<file path="src/rtl/alu_cmd_driver_if.sv">
// Command and response handshake bundle between a host and alu_cmd_driver.
// The host owns the master modport; the driver is the slave.
interface alu_cmd_driver_if;
   logic       cmd_valid;
   logic       cmd_ready;
   logic [3:0] cmd_opcode;
   logic [7:0] cmd_a;
   logic [7:0] cmd_b;
   logic       rsp_valid;
   logic       rsp_ready;
   logic [7:0] rsp_data;
   logic       rsp_err;

   modport master (
      output cmd_valid, cmd_opcode, cmd_a, cmd_b, rsp_ready,
      input  cmd_ready, rsp_valid, rsp_data, rsp_err
   );

   modport slave (
      input  cmd_valid, cmd_opcode, cmd_a, cmd_b, rsp_ready,
      output cmd_ready, rsp_valid, rsp_data, rsp_err
   );
endinterface

</file>
<file path="src/rtl/alu_cmd_driver.sv">
// Queues ALU commands, drives them onto the ALU lines one at a time, waits a
// fixed settle time and returns each captured result in order.
module alu_cmd_driver #(
   parameter int DEPTH       = 4,
   parameter int WAIT_CYCLES = 1
) (
   input  logic             clk,
   input  logic             rst_n,
   alu_cmd_driver_if.slave  bus,
   output logic [3:0]       alu_opcode_o,
   output logic [7:0]       alu_a_o,
   output logic [7:0]       alu_b_o,
   input  logic [7:0]       alu_out_i,
   output logic             busy_o
);
   localparam int PTR_W = $clog2(DEPTH);
   localparam int CNT_W = $clog2(DEPTH + 1);
   localparam int WC_W  = $clog2(WAIT_CYCLES + 1);

   typedef enum logic [1:0] {
      IDLE   = 2'd0,
      SETTLE = 2'd1,
      RESP   = 2'd2
   } state_t;

   logic [19:0]      mem_q [DEPTH];
   logic [PTR_W-1:0] wr_ptr_q;
   logic [PTR_W-1:0] rd_ptr_q;
   logic [CNT_W-1:0] count_q;
   logic [CNT_W-1:0] count_d;
   state_t           state_q;
   logic [WC_W-1:0]  wait_q;
   logic             rsp_valid_q;
   logic             rsp_err_q;
   logic [7:0]       rsp_data_q;
   logic [3:0]       alu_opcode_q;
   logic [7:0]       alu_a_q;
   logic [7:0]       alu_b_q;

   logic             full_s;
   logic             push_s;
   logic             pop_s;
   logic [19:0]      head_s;
   logic             head_legal_s;

   assign full_s       = (count_q == CNT_W'(DEPTH));
   assign push_s       = bus.cmd_valid && !full_s;
   assign head_s       = mem_q[rd_ptr_q];
   assign head_legal_s = (head_s[19:16] <= 4'd4);
   // Issue uses the registered count, so a same-edge push is not yet visible.
   assign pop_s        = (count_q != '0) &&
                         ((state_q == IDLE) || ((state_q == RESP) && bus.rsp_ready));

   always_comb begin
      count_d = count_q;
      if (push_s && !pop_s) begin
         count_d = count_q + CNT_W'(1);
      end else if (!push_s && pop_s) begin
         count_d = count_q - CNT_W'(1);
      end else begin
         count_d = count_q;
      end
   end

   always_ff @(posedge clk) begin
      if (!rst_n) begin
         wr_ptr_q <= '0;
         rd_ptr_q <= '0;
         count_q  <= '0;
         for (int i = 0; i < DEPTH; i++) begin
            mem_q[i] <= 20'd0;
         end
      end else begin
         count_q <= count_d;
         if (push_s) begin
            mem_q[wr_ptr_q] <= {bus.cmd_opcode, bus.cmd_a, bus.cmd_b};
            wr_ptr_q        <= wr_ptr_q + PTR_W'(1);
         end
         if (pop_s) begin
            rd_ptr_q <= rd_ptr_q + PTR_W'(1);
         end
      end
   end

   always_ff @(posedge clk) begin
      if (!rst_n) begin
         state_q      <= IDLE;
         wait_q       <= '0;
         rsp_valid_q  <= 1'b0;
         rsp_err_q    <= 1'b0;
         rsp_data_q   <= 8'h00;
         alu_opcode_q <= 4'd0;
         alu_a_q      <= 8'h00;
         alu_b_q      <= 8'h00;
      end else begin
         case (state_q)
            IDLE: begin
               state_q <= IDLE;
            end
            SETTLE: begin
               if (wait_q > WC_W'(1)) begin
                  wait_q <= wait_q - WC_W'(1);
               end else begin
                  rsp_data_q  <= alu_out_i;
                  rsp_err_q   <= 1'b0;
                  rsp_valid_q <= 1'b1;
                  state_q     <= RESP;
               end
            end
            RESP: begin
               if (bus.rsp_ready) begin
                  rsp_valid_q <= 1'b0;
                  state_q     <= IDLE;
               end
            end
            default: begin
               state_q <= IDLE;
            end
         endcase
         // An issue overrides the per-state update above; the RESP handshake edge doubles as issue.
         if (pop_s) begin
            if (head_legal_s) begin
               alu_opcode_q <= head_s[19:16];
               alu_a_q      <= head_s[15:8];
               alu_b_q      <= head_s[7:0];
               wait_q       <= WC_W'(WAIT_CYCLES);
               state_q      <= SETTLE;
            end else begin
               rsp_data_q  <= 8'h00;
               rsp_err_q   <= 1'b1;
               rsp_valid_q <= 1'b1;
               state_q     <= RESP;
            end
         end
      end
   end

   assign bus.cmd_ready = !full_s;
   assign bus.rsp_valid = rsp_valid_q;
   assign bus.rsp_data  = rsp_data_q;
   assign bus.rsp_err   = rsp_err_q;
   assign alu_opcode_o  = alu_opcode_q;
   assign alu_a_o       = alu_a_q;
   assign alu_b_o       = alu_b_q;
   assign busy_o        = (state_q != IDLE) || (count_q != '0);
endmodule

</file>
<file path="src/flat_wrapper.sv">
// flat-port wrapper written by rule: the top's interface ports become plain ports
module alu_cmd_driver_flat 
#(
   parameter int DEPTH       = 4,
   parameter int WAIT_CYCLES = 1
)
  (clk, rst_n, alu_opcode_o, alu_a_o, alu_b_o, alu_out_i, busy_o, bus_cmd_valid, bus_cmd_opcode, bus_cmd_a, bus_cmd_b, bus_rsp_ready, bus_cmd_ready, bus_rsp_valid, bus_rsp_data, bus_rsp_err);
  alu_cmd_driver_if bus_i ();
  input  logic clk;
  input  logic rst_n;
  output logic [3:0] alu_opcode_o;
  output logic [7:0] alu_a_o;
  output logic [7:0] alu_b_o;
  input  logic [7:0] alu_out_i;
  output logic busy_o;
  input wire logic [$bits(bus_i.cmd_valid)-1:0] bus_cmd_valid;
  input wire logic [$bits(bus_i.cmd_opcode)-1:0] bus_cmd_opcode;
  input wire logic [$bits(bus_i.cmd_a)-1:0] bus_cmd_a;
  input wire logic [$bits(bus_i.cmd_b)-1:0] bus_cmd_b;
  input wire logic [$bits(bus_i.rsp_ready)-1:0] bus_rsp_ready;
  output wire logic [$bits(bus_i.cmd_ready)-1:0] bus_cmd_ready;
  output wire logic [$bits(bus_i.rsp_valid)-1:0] bus_rsp_valid;
  output wire logic [$bits(bus_i.rsp_data)-1:0] bus_rsp_data;
  output wire logic [$bits(bus_i.rsp_err)-1:0] bus_rsp_err;
  assign bus_i.cmd_valid = bus_cmd_valid;
  assign bus_i.cmd_opcode = bus_cmd_opcode;
  assign bus_i.cmd_a = bus_cmd_a;
  assign bus_i.cmd_b = bus_cmd_b;
  assign bus_i.rsp_ready = bus_rsp_ready;
  assign bus_cmd_ready = bus_i.cmd_ready;
  assign bus_rsp_valid = bus_i.rsp_valid;
  assign bus_rsp_data = bus_i.rsp_data;
  assign bus_rsp_err = bus_i.rsp_err;
  alu_cmd_driver #(.DEPTH(DEPTH), .WAIT_CYCLES(WAIT_CYCLES)) u_core (.clk(clk), .rst_n(rst_n), .bus(bus_i), .alu_opcode_o(alu_opcode_o), .alu_a_o(alu_a_o), .alu_b_o(alu_b_o), .alu_out_i(alu_out_i), .busy_o(busy_o));
endmodule
</file>
<file path="config.mk">
export PLATFORM = sky130hd
export DESIGN_NAME = alu_cmd_driver_flat
export DESIGN_NICKNAME = d
export VERILOG_FILES = /design/src/rtl/alu_cmd_driver_if.sv /design/src/rtl/alu_cmd_driver.sv /design/src/flat_wrapper.sv
export SDC_FILE = /design/constraint.sdc
export NUM_CORES = 1
export LEC_CHECK = 0
export ABC_AREA = 0
export CAP_MARGIN = 20
export CORE_MARGIN = 2
export CORE_UTILIZATION = 59
export CTS_CLUSTER_DIAMETER = 100
export CTS_CLUSTER_SIZE = 25
export DETAILED_ROUTE_END_ITERATION = 7
export GPL_TIMING_DRIVEN = 0
export HOLD_SLACK_MARGIN = 0.05
export PLACE_DENSITY = 0.89
export SYNTH_ARGS = -nofsm -noshare
export SYNTH_HDL_FRONTEND = slang
export SYNTH_SLANG_ARGS = --single-unit
</file>
<file path="constraint.sdc">
create_clock -name clk -period 6.79 [get_ports clk]
set_input_delay 1.358 -clock clk [delete_from_list [all_inputs] [get_ports clk]]
set_output_delay 1.358 -clock clk [all_outputs]
set_load 0.005 [all_outputs]
</file>
Word-level counts from Yosys, hierarchy flattened
Memories as Yosys holds them, arrays and structs flattened. A register that Yosys moved wholly into a read port is not among the register bits. Index checks and enable logic that the tools add are counted.

Register bits: 40. RAM bits: 80. Bits of input ports: 32. Output and inout port bits: 32. Word-level logic and storage cells: 74. Memories: 1.

$add $sub $neg: 5. Magnitude comparators: 2. Equality and inequality tests: 5. Multiplexer cells: 33. Reductions and logical operators: 17.

Memories: u_core.mem_q (words 4, width 20, rd ports 1, clocked after memory_dff 1, wr ports 4, RTL line alu_cmd_driver.sv:26) `logic [19:0] mem_q [DEPTH];`.

Operator list (number): two-way mux 8 bit (4); two-way mux 20 bit (1); OR reduction 20 bit (1); two-way mux 1 bit (17); two-way mux 2 bit (7); two-way mux 3 bit (2); != test 3 x 2 -> 1 bit (second input constant) (2); logical AND 1 bit (5); adder 2 x 1 -> 2 bit (second input constant) (2); less-or-equal comparator 4 x 3 -> 1 bit (second input constant) (1); one-hot mux 2 bit (2 select lines) (1); AND reduction 2 bit (2); nonzero test 2 bit (2); adder 3 x 1 -> 3 bit (second input constant) (1); == test 3 bit (second input constant) (1); logical NOT 1 bit (3); nonzero test 3 bit (1); subtractor 3 x 1 -> 3 bit (second input constant) (1); == test 2 x 1 -> 1 bit (second input constant) (1); == test 2 bit (second input constant) (1); logical NOT 2 bit (1); logical OR 1 bit (2); one-hot mux 1 bit (2 select lines) (1); greater-than comparator 1 bit (second input constant) (1); subtractor 1 bit (second input constant) (1).

Depth between registers and ports, before layout
Depth in word-level cells: 8. Depth in mapped cells: 11. Mapped depth without buffers: 11.

Worst setup path before layout
No wires, ideal clock.

Path type: in2reg. Start point: in bus_cmd_valid. End point: mem u_core.mem_q[2][0] (enable). Library setup time: 0.428 ns. Data arrival time: 3.005 ns. Data required time: 6.362 ns. Path slack: 3.357 ns. Stages on the path: 2. Path buffers: 0. Cells stage by stage: nand2_1 > o31ai_1.

RTL lines: start: declaration (RTL line flat_wrapper.sv:16) `input wire logic [$bits(bus_i.cmd_valid)-1:0] bus_cmd_valid;`; end: declaration (RTL line alu_cmd_driver.sv:26).

==> run metrics <==
DP Area=6040 µm²; Initial Utilization=0.602; Hold Buf Count CTS=0; WL final=12500 µm; VDD IR-drop max=0.212 mV; Synth top area share=0.464; post_cts resized=0; Setup crit end kind=register; Mapped Cells=382; crit-path cells=clkdlybuf4s50_1 > and3_1 > clkbuf_1 > nor3b_1 > nand2b_1 > buf_16; largest net degree at the start of global routing=21; Syn Area/Cell=13.5 µm²; Tightest Pin Transition=0.717 ns; Syn Nets=419; post-synth top area cell=edfxtp_1; CTS buffer count=17; Critical Path RT=between 7 and 8 ns; vias in the first global route=about 3700; register area share after synthesis=0.623; Via Count=approximately 3500; gr ovfl total=0; die footprint=roughly 9500 µm²; Worst slew margin=0.522; FF+latch count, synth=121; Rows=34; initial DRC count=302; Final WS setup=3.49 ns; WP buf/inv=3; Fin. Hold Viols=0; run status=complete, no violations; CP max-delay cell=clkdlybuf4s50_1; clock root cell=clkbuf_8; die width=97.6 µm; cell area after layout=~6600 µm²; num ports=64; Layout Nets=about 510; GRT Total Usage=0.274; chip height=97.6 µm; worst stage delay on the critical path=0.57 ns; fin crit period=3.30 ns; crit path DAT=about 3.5 ns; DRC viols=0; Netlist cell types=33; max-cap violation count=0; clk_lat worst skew=0.53 ns; Fmax=303 MHz; max layer used=met4; ratio of cells with drive above 1 in the final layout=0.121; area of the multi-input gates=1820 µm²; vias per cell=between 5 and 6; Port-buffer cells=63; Fillers=473; pre-CTS setup slack=2.79 ns; Setup CP Type=primary input to register; Final GP Congestion=0.811; CORE AREA=about 8600 µm²; Antenna Nets Post-Route=0; RSZ-0062 raised after global routing=no; Pwr Density=385 nW/µm²; first-pass GRT wire length=19600 µm; Tot Pwr=0.00255 W; Critical Path Start Type=primary input; warnings from Yosys=0; setup violators final=0; HP Class=register to register; H-Tree Depth=4; setup tns final=0 ns; Worst-path clk slew=~0.05 ns; synth top area cells=edfxtp_1 46%, dfxtp_1 16%, mux4_2 7.4%; wl on met1=4850 µm; worst clock skew=0.0167 ns; TritonCTS clock tree=yes; Diodes inserted=0; area of the mapped netlist=between 5000 and 6000 µm²; 1st-pass router iterations=5; post-DR wirelength/cell=21.3 µm; crit path max fanout=14; initial antenna violation count=0; storage element area=approximately 3200 µm²; Max clock buf depth=2; Area Growth Syn to Fin=27.9%; DP Wirelength=between 7000 and 8000 µm; clk sinks=121; final max-slew violation count=0; number of setup buffers added after CTS=0; period utilization=0.485; met2 routed WL=6390 µm; Lkg Pwr=2.67 nW; total length of routed met3 wires=about 1000 µm; crit-path leading delay family=simple AND/OR/NAND/NOR gates
[layer usage]
layer / global-route usage / up-vias
met1: 0.319 / 1728
met3: 0.0806 / 32
met5: 0 / -
met4: 0.126 / 0
li1: - / 1547
met2: 0.468 / 218
[cell type report]
type | instances | share of cell area
clock inverters | 7 | 0.00586
inverters | 6 | 0.00340
multi-input cells | 228 | 0.275
repair buffers | 67 | 0.112
flip-flops and latches | 121 | 0.487
well taps | 108 | 0.0204
plain buffers | 27 | 0.0191
clock buffers | 25 | 0.0766
[where the power goes]
| group | total [W] | switching [W] | internal [W] |
|---|---|---|---|
| combinational | 0.000747 | 0.000368 | 0.000379 |
| clock | 0.000820 | 0.000312 | 0.000508 |
| sequential | 0.000981 | 0.0000635 | 0.000917 |
| total | 0.00255 | 0.000743 | 0.00180 |
[kinds of logic (layout without fill, tap and decap cells)]
kind of cell / Yosys count / in the layout / synth area share
AND/OR/NAND/NOR: 155 / 155 / 0.163
flip-flops: 121 / 121 / 0.623
multiplexers: 48 / 48 / 0.143
buffers and inverters: 33 / 132 / 0.0288
AO/OA/AOI/OAI: 14 / 14 / 0.0181
XOR/XNOR: 6 / 6 / 0.0102
adder cells (fa/ha/maj): 5 / 5 / 0.0135
[cells in the final DEF (no fill, tap or decap), types with 2 or more instances in the layout]
cell type        Yosys  layout
edfxtp_1            80      80
mux4_1               3       3
inv_1                6       6
clkbuf_16            0      18
clkbuf_8             0       3
xor2_1               2       2
and2_1              46      46
buf_16               0       4
buf_6                3       3
ha_1                 4       4
buf_2                2       2
nand2_1             42      42
nor2_1              10      10
nor3b_1              2       2
a21boi_0             3       3
nand2b_1             4       4
xnor2_1              4       4
mux4_2              17      17
or3_1                3       3
nor2b_1              2       2
and3_1              43      43
clkdlybuf4s50_1      0      63
o21ai_2              0       2
clkbuf_1            22      26
o21ai_0              4       2
dfxtp_1             41      41
mux2i_1             28      28
clkinv_2             0       5
[worst paths after layout]
kind | cells after the start | from | to | slack [ns]
setup reg to reg | 11 | u_core.state_q[0] | u_core.count_q[2] | 4.24
hold / removal | 2 | u_core.alu_a_o[3] | u_core.alu_a_o[3] | 0.46
hold reg to reg | 2 | u_core.alu_a_o[3] | u_core.alu_a_o[3] | 0.46
setup / recovery | 6 | bus_cmd_valid | u_core.mem_q[0][18] | 3.49
[cell usage after synthesis]
cell and instances:
a21boi_1 1, and3_1 43, ha_1 4, nand2b_1 4
o21a_1 1, dfxtp_1 41, nand2_1 42, a21boi_0 3
nand3_1 1, xnor2_1 4, o21ai_0 4, mux4_1 3
xor2_1 2, nor2_1 10, edfxtp_1 80, or3b_2 1
a21oi_1 1, a22oi_1 1, mux2i_1 28, a2bb2oi_1 1
nor3b_1 2, clkbuf_1 22, nor2b_1 2, o31ai_1 1
buf_2 2, o211ai_1 1, and2_1 46, fa_1 1
inv_1 6, nor3_1 1, or3_1 3, mux4_2 17
buf_6 3
[registers in the layout, indices dropped and copies added (netlist names), named ones only]
register              cells
u_core.mem_q             80
u_core.alu_a_o            8
u_core.alu_b_o            8
u_core.bus.rsp_data       8
u_core.alu_opcode_o       4
u_core.count_q            3
u_core.rd_ptr_q           2
u_core.state_q            2
u_core.wr_ptr_q           2
u_core.bus.rsp_err        1
u_core.bus.rsp_valid      1
[tightest hold or removal path, cell delays in order (launching register included)]
cell and delay, ns:
dfxtp_1 0.31, nand2_1 0.05, mux2i_1 0.05
[per-stage QoR]
stage,std cells,utilization,hold slack [ns]
after floorplan,382,-,0.454
after global placement,553,0.691,0.446
after detailed placement,556,0.703,0.454
after CTS,588,0.767,0.461
after global routing,589,0.770,0.477
final,589,0.770,0.461
Power figures use the tool's default switching activity.
